==> src/rtl/booth4_controller_if.sv <==
// ---------------------------------------------------------------------------
// booth4_controller_if
// Handshake bundle between the radix-4 Booth multiplier controller and the
// host that supplies operand bytes and consumes product words.
//   start    : host -> ctrl, begin a multiply (sampled only when idle)
//   inValid  : host -> ctrl, an operand byte is present on the datapath inBus
//   inReady  : ctrl -> host, the byte on inBus is taken this cycle
//   outValid : ctrl -> host, datapath outBus holds a product word
//   outReady : host -> ctrl, the product word is taken this cycle
// Modports: master = host side, slave = controller side.
// ---------------------------------------------------------------------------
interface booth4_controller_if;
    logic start;
    logic inValid;
    logic inReady;
    logic outValid;
    logic outReady;

    modport master (
        output start,
        output inValid,
        output outReady,
        input  inReady,
        input  outValid
    );

    modport slave (
        input  start,
        input  inValid,
        input  outReady,
        output inReady,
        output outValid
    );
endinterface

==> src/rtl/booth4_controller.sv <==
// ---------------------------------------------------------------------------
// booth4_controller
// Control FSM for a radix-4 Booth multiplier datapath. Loads two N-bit
// operands as four bytes (A low, A high, X low, X high), runs N/2 iterations
// of add/subtract + two arithmetic right shifts of {P,X}, then presents the
// high and low product words.
// Ports:
//   clk, rst       : clock, asynchronous active-high reset
//   hs             : handshake bundle (start, inValid/inReady, outValid/outReady)
//   lsb3           : low three bits of X from the datapath (Booth digit)
//   overflow       : overflow flag of the last datapath add
//   busy           : high in every state except IDLE
//   ovf            : sticky overflow for the current / most recent multiply
//   lmA..ldOv,
//   coefSel        : datapath control strobes
// ---------------------------------------------------------------------------
module booth4_controller #(
    parameter int N = 16
) (
    input  logic                      clk,
    input  logic                      rst,
    booth4_controller_if.slave        hs,
    input  logic [2:0]                lsb3,
    input  logic                      overflow,
    output logic                      busy,
    output logic                      ovf,
    output logic                      lmA,
    output logic                      lmX,
    output logic                      ldA,
    output logic                      ldX,
    output logic                      ldP,
    output logic                      shX,
    output logic                      shP,
    output logic                      clrP,
    output logic                      sub,
    output logic                      putOut,
    output logic                      shSignExtend,
    output logic                      ldCo,
    output logic                      ldOv,
    output logic [1:0]                coefSel
);

    localparam int HALF = N / 2;
    localparam int CW   = $clog2(HALF) + 1;
    localparam logic [CW-1:0] HALF_C = CW'(HALF);

    typedef enum logic [3:0] {
        IDLE, LD_AL, LD_AH, LD_XL, LD_XH, ADD, SH1, SH2, OUT_HI, OUT_LO
    } state_t;

    state_t          state_reg, state_next;
    logic [CW-1:0]   cnt_reg, cnt_next, cnt_inc;
    logic            ovf_reg, ovf_next;

    // State register, iteration counter and sticky overflow
    always_ff @(posedge clk or posedge rst) begin
        if (rst) begin
            state_reg <= IDLE;
            cnt_reg   <= '0;
            ovf_reg   <= 1'b0;
        end else begin
            state_reg <= state_next;
            cnt_reg   <= cnt_next;
            ovf_reg   <= ovf_next;
        end
    end

    // Next-state logic
    always_comb begin
        state_next = state_reg;
        cnt_next   = cnt_reg;
        ovf_next   = ovf_reg;
        cnt_inc    = cnt_reg + CW'(1);
        case (state_reg)
            IDLE: begin
                if (hs.start) begin
                    state_next = LD_AL;
                    cnt_next   = '0;
                    ovf_next   = 1'b0;
                end
            end
            LD_AL:  if (hs.inValid) state_next = LD_AH;
            LD_AH:  if (hs.inValid) state_next = LD_XL;
            LD_XL:  if (hs.inValid) state_next = LD_XH;
            LD_XH:  if (hs.inValid) state_next = ADD;
            ADD:    state_next = SH1;
            SH1: begin
                // datapath overflow flag was captured on the ADD edge
                ovf_next   = ovf_reg | overflow;
                state_next = SH2;
            end
            SH2: begin
                cnt_next   = cnt_inc;
                state_next = (cnt_inc < HALF_C) ? ADD : OUT_HI;
            end
            OUT_HI: if (hs.outReady) state_next = OUT_LO;
            OUT_LO: if (hs.outReady) state_next = IDLE;
            default: state_next = IDLE;
        endcase
    end

    // Output logic
    always_comb begin
        busy         = (state_reg != IDLE);
        ovf          = ovf_reg;
        hs.inReady   = 1'b0;
        hs.outValid  = 1'b0;
        lmA          = 1'b0;
        lmX          = 1'b0;
        ldA          = 1'b0;
        ldX          = 1'b0;
        ldP          = 1'b0;
        shX          = 1'b0;
        shP          = 1'b0;
        clrP         = 1'b0;
        sub          = 1'b0;
        putOut       = 1'b0;
        shSignExtend = 1'b0;
        ldCo         = 1'b0;
        ldOv         = 1'b0;
        coefSel      = 2'b00;
        case (state_reg)
            LD_AL: begin
                hs.inReady = 1'b1;
                ldA        = hs.inValid;
                clrP       = 1'b1;
            end
            LD_AH: begin
                hs.inReady = 1'b1;
                ldA        = hs.inValid;
                lmA        = 1'b1;
            end
            LD_XL: begin
                hs.inReady = 1'b1;
                ldX        = hs.inValid;
            end
            LD_XH: begin
                hs.inReady = 1'b1;
                ldX        = hs.inValid;
                lmX        = 1'b1;
            end
            ADD: begin
                ldP  = 1'b1;
                ldCo = 1'b1;
                ldOv = 1'b1;
                // Booth digit: coefSel picks the multiple, sub negates it
                case (lsb3)
                    3'b001: coefSel = 2'b01;
                    3'b010: coefSel = 2'b10;
                    3'b011: coefSel = 2'b11;
                    3'b100: begin coefSel = 2'b11; sub = 1'b1; end
                    3'b101: begin coefSel = 2'b10; sub = 1'b1; end
                    3'b110: begin coefSel = 2'b01; sub = 1'b1; end
                    default: coefSel = 2'b00;
                endcase
            end
            SH1, SH2: begin
                shP          = 1'b1;
                shX          = 1'b1;
                shSignExtend = 1'b1;
            end
            OUT_HI: hs.outValid = 1'b1;
            OUT_LO: begin
                hs.outValid = 1'b1;
                putOut      = 1'b1;
            end
            default: ;
        endcase
    end

endmodule

==> src/flat_wrapper.sv <==
// flat-port wrapper written by rule: the top's interface ports become plain ports
module booth4_controller_flat 
#(
    parameter int N = 16
)
  (clk, rst, lsb3, overflow, busy, ovf, lmA, lmX, ldA, ldX, ldP, shX, shP, clrP, sub, putOut, shSignExtend, ldCo, ldOv, coefSel, hs_start, hs_inValid, hs_outReady, hs_inReady, hs_outValid);
  booth4_controller_if hs_i ();
  input  logic clk;
  input  logic rst;
  input  logic [2:0] lsb3;
  input  logic overflow;
  output logic busy;
  output logic ovf;
  output logic lmA;
  output logic lmX;
  output logic ldA;
  output logic ldX;
  output logic ldP;
  output logic shX;
  output logic shP;
  output logic clrP;
  output logic sub;
  output logic putOut;
  output logic shSignExtend;
  output logic ldCo;
  output logic ldOv;
  output logic [1:0] coefSel;
  input wire logic [$bits(hs_i.start)-1:0] hs_start;
  input wire logic [$bits(hs_i.inValid)-1:0] hs_inValid;
  input wire logic [$bits(hs_i.outReady)-1:0] hs_outReady;
  output wire logic [$bits(hs_i.inReady)-1:0] hs_inReady;
  output wire logic [$bits(hs_i.outValid)-1:0] hs_outValid;
  assign hs_i.start = hs_start;
  assign hs_i.inValid = hs_inValid;
  assign hs_i.outReady = hs_outReady;
  assign hs_inReady = hs_i.inReady;
  assign hs_outValid = hs_i.outValid;
  booth4_controller #(.N(N)) u_core (.clk(clk), .rst(rst), .hs(hs_i), .lsb3(lsb3), .overflow(overflow), .busy(busy), .ovf(ovf), .lmA(lmA), .lmX(lmX), .ldA(ldA), .ldX(ldX), .ldP(ldP), .shX(shX), .shP(shP), .clrP(clrP), .sub(sub), .putOut(putOut), .shSignExtend(shSignExtend), .ldCo(ldCo), .ldOv(ldOv), .coefSel(coefSel));
endmodule
==> config.mk <==
export PLATFORM = sky130hd
export DESIGN_NAME = booth4_controller_flat
export DESIGN_NICKNAME = d
export VERILOG_FILES = /design/src/rtl/booth4_controller_if.sv /design/src/rtl/booth4_controller.sv /design/src/flat_wrapper.sv
export SDC_FILE = /design/constraint.sdc
export NUM_CORES = 1
export LEC_CHECK = 0
export BUFFER_PORTS_ARGS = -buffer_cell sky130_fd_sc_hd__buf_2
export CAP_MARGIN = 20
export CORE_AREA = 10 10 57 59
export DETAILED_ROUTE_END_ITERATION = 16
export DIE_AREA = 0 0 67 69
export GPL_ROUTABILITY_DRIVEN = 0
export PLACE_DENSITY_LB_ADDON = 0.05
export REMOVE_ABC_BUFFERS = 1
export SLEW_MARGIN = 10
export SYNTH_ARGS = -nofsm -noshare
export SYNTH_HDL_FRONTEND = slang
export SYNTH_SLANG_ARGS = --single-unit
==> constraint.sdc <==
create_clock -name clk -period 1.2 [get_ports clk]
set_input_delay 0.12 -clock clk [delete_from_list [all_inputs] [get_ports clk]]
set_output_delay 0.12 -clock clk [all_outputs]
set_load 0.01 [all_outputs]
==> run_results.csv <==
group,metric,value,unit
run_status,status,"finished with violations",
run_status,violations,"setup timing",
routing,finalWirelength,2240,um
yosys,synth_edf_count,0,
critical_path,crit_path_max_fanout,6,
yosys,async_flop_share,1.00,
critical_path,worstSetupStartpointType,"flip-flop",
pwr,p_seq_frac,0.187,
routing,drtPass1Iterations,4,
routing,ant_nets,0,
critical_path,crit_path_end,"ldA",
clock_tree,cts_buffers,3,
finish,postLayoutCoreUtil,0.583,
min_path,worst_hold_path_type,"in2reg",
sta,clock.fmax,649,MHz
pwr,peakVddDrop,1.27,mV
yosys,syn_area_per_cell,7.83,sq um
sta,setup_viol,27,
global_routing,grt_pass1_wl,3490,um
yosys,yosysWarnings,0,
routing,wl_per_cell,12.8,um
routing,via_per_inst,4.71,
finish,diodes,0,
critical_path,reg2reg_depth,6,
pwr,total_leakage_power,0.644,nW
sta,maxSlewViolCount,0,
placed_design,port_buffers,27,
yosys,ys_ff_latch,9,
yosys,syn_inst,89,
sta,fin_skew,0.00228,ns
placed_design,dp.cells,157,
global_routing,grt_overflow,0,
critical_path,crit_path_end_kind,"output port",
sta,fin_crit_sh,1.29,
pwr,clkPwrFrac,0.072,
pwr,power_frac_comb,0.741,
sta,slew_headroom,0.764,
die,die_h,69,um
yosys,synth_cell_types,34,
finish,final_cell_count_no_fill,175,
finish,num-nets-final,158,
clock_tree,htree_levels,1,
pwr,p_per_area,2670,mW/mm^2
critical_path,cp.required,1.08,ns
critical_path,worstSetupStartpoint,"u_core.state_reg[1]$_DFFE_PP0P_",
critical_path,critPathKind,"reg2out",
global_routing,grt_start_max_net_pins,10,
die,start_util,0.324,
sta,worst-slew-pin-transition,0.353,ns
sta,fin_crit,1.54,ns
global_routing,antenna_found_initial,0,
global_routing,track_usage,0.0918,
clock_tree,cts_tree,"done",
placed_design,post-place-ws,-0.172,ns
sta,hold_viol,0,
pwr,p_sw,1.36,mW
routing,drc,0,
die,pin_count,28,
yosys,yosysSeqAreaShare,0.323,
clock_tree,clock_latency,0.26,ns
clock_tree,cts_buffer_depth,2,
global_routing,grt_pass1_vias,785,
sta,setup_slack,-0.342,ns
yosys,syn-cell-area,697,sq um
critical_path,reg2reg_to,"u_core.state_reg[0]$_DFFE_PP0P_",
sta,grt_setup_unrepaired,"yes",
routing,drtIter0Drc,33,
finish,area_delta_synth_final,79.7,%
placed_design,dp_hpwl,1630,um
critical_path,reg2reg_slack,-0.23,ns
run,maxCapViolations,0,
critical_path,cp.arrival,1.42,ns
die,die_w,67,um
die,die-area,0.00462,sq mm
pwr,switching_share,0.407,
routing,vias,824,
clock_tree,root_buffer,"clkbuf_4",
die,core-area,0.00215,sq mm
die,rows,17,
clock_tree,cts.sinks,9,
finish,drive_gt1_frac,0.578,
yosys,synth_flop_cell,"dfrtp_1",
critical_path,worst_r2r_startpoint,"u_core.state_reg[2]$_DFFE_PP0P_",
pwr,intPower,1.98,mW
clock_tree,clk_pin_slew,0.06,ns
==> cell usage after synthesis (2+ instances only) <==
library cell / number / area share
a31oi_1: 2 / 0.018
or2_1: 2 / 0.018
xnor2_1: 3 / 0.038
nand2_1: 8 / 0.043
and3_1: 3 / 0.027
nor2_1: 14 / 0.075
nand2b_1: 3 / 0.027
xor2_1: 3 / 0.038
o21ai_1: 2 / 0.014
nor3_1: 5 / 0.036
dfrtp_1: 9 / 0.32
inv_1: 3 / 0.016
a21oi_1: 5 / 0.036
buf_4: 4 / 0.043
a21o_1: 2 / 0.022
buf_2: 3 / 0.022
==> logic make-up (layout without fill, tap and decap cells) <==
kind of cell,Yosys count,in the layout,synth area share
muxes,2,2,0.0305
and+or+nand+nor,44,44,0.321
xor gates and xnor gates,6,6,0.0754
DFF,9,9,0.323
buffers and inverters,12,70,0.0915
AOI/OAI and AO/OA,15,15,0.140
adders and majority gates,1,1,0.0180
==> placed cells by master (no fill, tap or decap), types with 3 or more instances in the layout <==
| cell | instances |
|---|---|
| nor3_1 | 3 |
| inv_1 | 3 |
| clkbuf_4 | 3 |
| buf_2 | 21 |
| dfrtp_2 | 3 |
| a21oi_1 | 4 |
| dfrtp_1 | 6 |
| buf_6 | 12 |
| xnor2_1 | 3 |
| xor2_1 | 3 |
| nor2_4 | 3 |
| buf_4 | 28 |
| nand2_1 | 7 |
| nor2_1 | 10 |
==> timing repair <==
action / in CTS / in global routing
gates resized for setup: 23 / 10
setup buffers: 10 / 3
setup endpoints to repair: 25 / 27
hold endpoints to repair: 9 / 0
pin swaps: 7 / 8
hold buffers: 1 / 0
==> area by class of cell <==
| class | instances | area (sq um) |
|---|---|---|
| fillers | 200 | 896 |
| multi-input cells | 68 | 487 |
| repair buffers | 62 | 460 |
| flip-flops and latches | 9 | 229 |
| well taps | 28 | 35.0 |
| clock buffers | 4 | 26.3 |
| inverters | 4 | 15.0 |
==> worst max-delay path, stage by stage, from the launching register on <==
cell	delay [ns]
dfrtp_2	0.45
buf_4	0.15
buf_4	0.14
xnor2_1	0.11
nor3_1	0.14
buf_2	0.16
==> power groups by stage <==
stage | registers, mW | clock network (mW) | logic [mW]
4_1_cts | 0.613 | 0.255 | 2.30
6_report | 0.625 | 0.242 | 2.48
3_3_place_gp | 0.600 | 0 | 1.73
5_1_grt | 0.648 | 0.276 | 2.70
2_1_floorplan | 0.653 | 0 | 0.821
3_5_place_dp | 0.608 | 0 | 1.73
==> through the flow <==
step / setup TNS, ns / area, sq um / power [mW] / hold slack (ns)
CTS: -5.57 / 1190 / 3.17 / 0.112
global route: -7.28 / 1250 / 3.63 / 0.109
detailed placement: -1.48 / 976 / 2.34 / 0.107
finish: -5.31 / 1250 / 3.35 / 0.112
floorplan: -1.46 / 648 / 1.47 / -0.0521
global placement: -1.29 / 976 / 2.33 / 0.109
==> worst min-delay path by stage <==
stage	startpoint	end	slack [ns]	cells past startpoint
after floorplan	rst	u_core.cnt_reg[0]$_DFFE_PP0P_	-0.05	1
after global placement	rst	u_core.state_reg[3]$_DFFE_PP0P_	0.11	2
after detailed placement	rst	u_core.state_reg[3]$_DFFE_PP0P_	0.11	2
after CTS	overflow	u_core.ovf$_DFFE_PP0P_	0.11	3
after global routing	overflow	u_core.ovf$_DFFE_PP0P_	0.11	3
final	overflow	u_core.ovf$_DFFE_PP0P_	0.11	3
==> layer usage <==
layer / part of all wire / wire, um / global-route usage / vias to the layer above
met1: 0.44 / 994 / 0.107 / 379
met2: 0.46 / 1040 / 0.141 / 27
met5: 0 / 0 / 0 / -
met3: 0.084 / 189 / 0.0515 / 2
li1: - / - / - / 416
met4: 0.0085 / 19 / 0.0204 / 0
Note: power is estimated with default switching activity, not from simulation.
